## src/rtl/bit_lock_scan_ctrl.sv

```systemverilog
// Scans N_LANES serial lanes through one shared lock detector: clear, acquire
// within a timeout window, confirm HOLD samples, then monitor for loss of lock.
module bit_lock_scan_ctrl #(
  parameter int unsigned N_LANES  = 4,
  parameter int unsigned TIMEOUT  = 32,
  parameter int unsigned HOLD     = 8,
  parameter int unsigned LOL_FILT = 4
) (
  input  logic                       clk,
  input  logic                       rst_n,
  input  logic                       start,
  input  logic                       abort,
  input  logic [N_LANES-1:0]         lane_mask,
  input  logic                       det_lock,
  output logic                       det_en,
  output logic                       det_clr,
  output logic [$clog2(N_LANES)-1:0] lane_sel,
  output logic                       busy,
  output logic                       locked,
  output logic                       fail,
  output logic                       lol
);
  localparam int unsigned LW = $clog2(N_LANES);
  localparam int unsigned TW = $clog2(TIMEOUT + 1);
  localparam int unsigned HW = $clog2(HOLD + 1);
  localparam int unsigned FW = $clog2(LOL_FILT + 1);
  localparam int unsigned CW = $clog2(N_LANES + 1);

  typedef enum logic [2:0] {
    S_IDLE, S_CLEAR, S_ACQ, S_CONFIRM, S_LOCKED, S_NEXT
  } state_t;

  state_t             state, state_nx;
  logic [N_LANES-1:0] mask_q, mask_nx;
  logic [TW-1:0]      tmr, tmr_nx, tmr_inc;
  logic [HW-1:0]      hold_cnt, hold_nx;
  logic [FW-1:0]      lol_cnt, lol_nx;
  logic [CW-1:0]      tried, tried_nx;
  logic [LW-1:0]      lane_nx;
  logic               fail_nx, lol_p_nx, win_end;

  logic [LW-1:0] first_lane, low_lane, above_lane, next_lane;
  logic          first_found, low_found, above_found;
  logic [CW-1:0] pop_q;

  always_comb begin
    first_lane  = '0;
    first_found = 1'b0;
    for (int unsigned i = 0; i < N_LANES; i++) begin
      if (lane_mask[i] && !first_found) begin
        first_lane  = LW'(i);
        first_found = 1'b1;
      end
    end
  end

  // Next lane: lowest set bit above the current one, else wrap to the lowest.
  always_comb begin
    low_lane    = '0;
    low_found   = 1'b0;
    above_lane  = '0;
    above_found = 1'b0;
    pop_q       = '0;
    for (int unsigned i = 0; i < N_LANES; i++) begin
      pop_q = pop_q + CW'(mask_q[i]);
      if (mask_q[i] && !low_found) begin
        low_lane  = LW'(i);
        low_found = 1'b1;
      end
      if (mask_q[i] && !above_found && (i > 32'(lane_sel))) begin
        above_lane  = LW'(i);
        above_found = 1'b1;
      end
    end
    next_lane = above_found ? above_lane : low_lane;
  end

  always_comb begin
    state_nx = state;
    mask_nx  = mask_q;
    tmr_nx   = tmr;
    hold_nx  = hold_cnt;
    lol_nx   = lol_cnt;
    tried_nx = tried;
    lane_nx  = lane_sel;
    fail_nx  = 1'b0;
    lol_p_nx = 1'b0;
    tmr_inc  = (tmr == TW'(TIMEOUT)) ? tmr : tmr + TW'(1);
    win_end  = (tmr_inc == TW'(TIMEOUT));

    unique case (state)
      S_IDLE: begin
        if (start) begin
          if (|lane_mask) begin
            mask_nx  = lane_mask;
            lane_nx  = first_lane;
            tried_nx = CW'(1);
            state_nx = S_CLEAR;
          end else begin
            fail_nx = 1'b1;
          end
        end
      end
      S_CLEAR: begin
        tmr_nx   = '0;
        hold_nx  = '0;
        lol_nx   = '0;
        state_nx = S_ACQ;
      end
      S_ACQ: begin
        tmr_nx = tmr_inc;
        // A first high sample on the last window cycle cannot complete HOLD
        // samples inside the window, so the window still expires.
        if (det_lock && (HOLD == 1)) begin
          state_nx = S_LOCKED;
        end else if (win_end) begin
          state_nx = S_NEXT;
        end else if (det_lock) begin
          hold_nx  = HW'(1);
          state_nx = S_CONFIRM;
        end
      end
      S_CONFIRM: begin
        tmr_nx = tmr_inc;
        if (det_lock) begin
          hold_nx = hold_cnt + HW'(1);
          if (hold_cnt + HW'(1) == HW'(HOLD)) state_nx = S_LOCKED;
          else if (win_end)                   state_nx = S_NEXT;
        end else begin
          hold_nx  = '0;
          state_nx = win_end ? S_NEXT : S_ACQ;
        end
      end
      S_LOCKED: begin
        if (det_lock) begin
          lol_nx = '0;
        end else if (lol_cnt + FW'(1) == FW'(LOL_FILT)) begin
          lol_nx   = '0;
          lol_p_nx = 1'b1;
          tried_nx = CW'(1);
          state_nx = S_CLEAR;
        end else begin
          lol_nx = lol_cnt + FW'(1);
        end
      end
      S_NEXT: begin
        if (tried == pop_q) begin
          fail_nx  = 1'b1;
          state_nx = S_IDLE;
        end else begin
          lane_nx  = next_lane;
          tried_nx = tried + CW'(1);
          state_nx = S_CLEAR;
        end
      end
      default: state_nx = S_IDLE;
    endcase

    if (abort) begin
      state_nx = S_IDLE;
      mask_nx  = mask_q;
      lane_nx  = lane_sel;
      fail_nx  = 1'b0;
      lol_p_nx = 1'b0;
    end
  end

  always_ff @(posedge clk) begin
    if (!rst_n) begin
      state    <= S_IDLE;
      mask_q   <= '0;
      tmr      <= '0;
      hold_cnt <= '0;
      lol_cnt  <= '0;
      tried    <= '0;
      lane_sel <= '0;
      det_en   <= 1'b0;
      det_clr  <= 1'b0;
      busy     <= 1'b0;
      locked   <= 1'b0;
      fail     <= 1'b0;
      lol      <= 1'b0;
    end else begin
      state    <= state_nx;
      mask_q   <= mask_nx;
      tmr      <= tmr_nx;
      hold_cnt <= hold_nx;
      lol_cnt  <= lol_nx;
      tried    <= tried_nx;
      lane_sel <= lane_nx;
      det_en   <= (state_nx == S_ACQ) || (state_nx == S_CONFIRM) || (state_nx == S_LOCKED);
      det_clr  <= (state_nx == S_CLEAR);
      busy     <= (state_nx != S_IDLE);
      locked   <= (state_nx == S_LOCKED);
      fail     <= fail_nx;
      lol      <= lol_p_nx;
    end
  end

endmodule

```

## config.mk

```make
export PLATFORM = sky130hd
export DESIGN_NAME = bit_lock_scan_ctrl
export DESIGN_NICKNAME = d
export VERILOG_FILES = /design/src/rtl/bit_lock_scan_ctrl.sv
export SDC_FILE = /design/constraint.sdc
export NUM_CORES = 1
export LEC_CHECK = 0
export CAP_MARGIN = 20
export CORE_MARGIN = 3
export CORE_UTILIZATION = 40
export DETAILED_ROUTE_END_ITERATION = 8
export GPL_TIMING_DRIVEN = 0
export SETUP_SLACK_MARGIN = 0.02
export SLEW_MARGIN = 40
export SYNTH_ARGS = -nofsm -noshare
export SYNTH_HDL_FRONTEND = slang
export SYNTH_SLANG_ARGS = --single-unit
```

## constraint.sdc

```tcl
create_clock -name clk -period 4.1 [get_ports clk]
set_clock_uncertainty 0.2 [all_clocks]
set_input_delay 0.615 -clock clk [delete_from_list [all_inputs] [get_ports clk]]
set_output_delay 0.615 -clock clk [all_outputs]
set_load 0.05 [all_outputs]
```

==> flow_summary.json <==
{
  "pwr-share-clk": 0.377,
  "synthMuxAreaShare": 0.0398,
  "end_kind": "flop",
  "cts_setup_buffers": 0,
  "synth_nets": 230,
  "ys_top_cells_by_count": "31 x dfxtp_1, 26 x nor2_1, 15 x a21oi_1, 15 x nand2_1, 13 x inv_1",
  "p_seq_frac": 0.500,
  "period_share": 0.707,
  "switching_share": 0.266,
  "htree_levels": 2,
  "power.density_nw_per_um2": 298,
  "critPathMaxStageDelay_ps": 500,
  "start_kind": "flop",
  "area_delta_synth_final_pct": 17.0,
  "grt_start_max_net_pins": 11,
  "synth_seq_cells": 31,
  "synthTopCellsByArea": "dfxtp_1 35%, ha_1 7.0%, nor2_1 5.4%",
  "hp-class": "reg -> reg",
  "routabilityCongestion": 0.795,
  "period_needed_ps": 2900,
  "grt-ovfl-total": 0,
  "synth_area_um2": 1790,
  "wl_per_cell_um": 13.1,
  "tns_ps": 0,
  "root_buffer": "clkbuf_8",
  "fp.dieH_um": 72.9,
  "io_buffers": 16,
  "synth_ff_type": "dfxtp_1",
  "routed_via_density": 5.40,
  "synthSimpleGateAreaFrac": 0.232,
  "max-cap-violations": 0,
  "arrival_ps": 2910,
  "cts_resized": 0,
  "max_slew_margin": 0.656,
  "yosysWarnings": 0,
  "combPwrFrac": 0.123,
  "grt_pass1_wl_mm": 6.37,
  "cts_sinks": 31,
  "synthArstFlopShare": 0,
  "power.internal_uw": 459,
  "setup_viol": 0,
  "holdBufCountCts": 0,
  "crit_family": "adder cells",
  "die-area_um2": 5320,
  "seq_area_frac_synth": 0.346,
  "drtAntennaViolNets": 0,
  "fin_ws_ps": 1200,
  "synth-compound-area-share": 0.219,
  "cts_tree": "built",
  "antenna_found_initial": 0,
  "core_area_um2": 4170,
  "start_util": 0.429,
  "n_antenna_cell": 0,
  "worstSetupPathType": "reg -> reg",
  "io_pins": 17,
  "synth_cells": 210,
  "crit_fanout": 5,
  "cts_buffers": 5,
  "synth-xor-area-share": 0.0391,
  "layout-drive-gt1-share": 0.0812,
  "synth_area_per_cell_um2": 8.53,
  "max_freq_mhz": 345,
  "rows": 23,
  "first_iter_violations": 83,
  "clockBufferDepth": 2,
  "clkTransAtPathRegs_ps": 70,
  "yosys.area.top_type": "dfxtp_1",
  "totalWireLength_mm": 3.71,
  "crit_chain": "inv_1, fa_1, inv_1, ha_1, ha_1, xnor2_1, a31oi_1, and3b_1, a21oi_1, o21ai_1, nor3b_2",
  "ir_drop_mv": 0.130,
  "status": "finished clean",
  "drc": 0,
  "num_vias": 1533,
  "first_pass_iters": 4,
  "grt_pass1_vias": 1403,
  "place_ws_ps": 1190,
  "synth_fa_ha_area_frac": 0.0810,
  "switchingPower_uw": 166,
  "drv_slew": 0,
  "synth_top_area_frac": 0.346,
  "synth_cell_type_count": 51,
  "dp_hpwl_mm": 2.71,
  "final_hold_viol_count": 0,
  "critPathRequiredTime_ps": 4110,
  "nets": 253,
  "rsz0062_at_grt": "false",
  "worst_pin_slew_ps": 511,
  "die_w_um": 72.9,
  "yosysMostFrequentCell": "dfxtp_1",
  "slowest_stage": "fa_1",
  "crit_buf_inv": 2,
  "leakagePower_uw": 0.000785,
  "synth_top_family_by_area": "simple AND/OR/NAND/NOR gates",
  "synth-edff-count": 0,
  "worstSkewPairLatency_ps": 280,
  "grt_usage": 0.152
}
-- cell type report --
class,count,area (µm²)
inverter,13,48.8
clock buffer,7,76.3
tap,50,62.6
multi-input combinational,159,1090
sequential,31,621
fill,410,2080
timing repair buffer,16,160
clock inverter,1,5.00
buffer,7,28.8
-- sequential cells by signal (all words and copies together), names as in the netlist, 2 cells and up --
register / flops
lol_cnt: 3
state: 3
tmr: 6
lane_sel: 2
mask_q: 4
hold_cnt: 4
tried: 3
-- power by group through the flow --
stage / Clock [µW] / Sequential (µW) / Combinational, µW
global route: 252 / 313 / 85.2
detailed placement: 0 / 319 / 76.8
CTS: 244 / 312 / 77.4
finish: 235 / 312 / 76.7
global placement: 0 / 319 / 76.9
floorplan: 0 / 326 / 44.1
-- worst paths after layout --
kind,from,end,slack [ps],depth (start not counted)
worst max-delay path,mask_q[1],det_clr,1200,11
worst min register to register,lol_cnt[1],lol_cnt[1],300,2
worst min-delay path,lol_cnt[1],lol_cnt[1],300,2
worst max register to register,mask_q[1],det_clr,1200,11
-- placed cells by master (no fill, tap or decap), types with 6 or more instances in the layout --
cell             count
a21oi_1             15
clkbuf_1             7
clkdlybuf4s50_1     16
dfxtp_1             31
ha_1                10
inv_1               13
mux2i_1              6
nand2_1             15
nand2b_1             7
nor2_1              26
-- stage by stage --
step | total power (µW) | hold WS [ps] | area [µm²] | util | cells
2_1_floorplan | 370 | 260 | 1790 | - | 210
3_3_place_gp | 396 | 275 | 2010 | 0.483 | 276
3_5_place_dp | 396 | 287 | 2010 | 0.483 | 276
4_1_cts | 634 | 298 | 2100 | 0.502 | 284
5_1_grt | 651 | 325 | 2100 | 0.502 | 284
6_report | 624 | 299 | 2100 | 0.502 | 284
-- layer usage --
| layer | up-vias | global-route usage | share of wire |
|---|---|---|---|
| met3 | 7 | 0.0289 | 0.041 |
| li1 | 796 | - | - |
| met4 | 0 | 0.0615 | 0.016 |
| met2 | 31 | 0.235 | 0.44 |
| met1 | 699 | 0.206 | 0.50 |
| met5 | - | 0 | 0 |
-- cells by family (layout without fill, tap and decap cells) --
logic type      after synthesis  in the layout
fa+ha+maj                    11             11
xor+xnor                      8              8
compound gates               53             53
mux                           7              7
flops                        31             31
buf+inv                      20             44
simple gates                 80             80
-- worst min-delay path: stages, from the launching register on --
cell	delay [ps]
dfxtp_1	330
nand2b_1	70
a21oi_1	60
(Power assumes the default switching activity.)
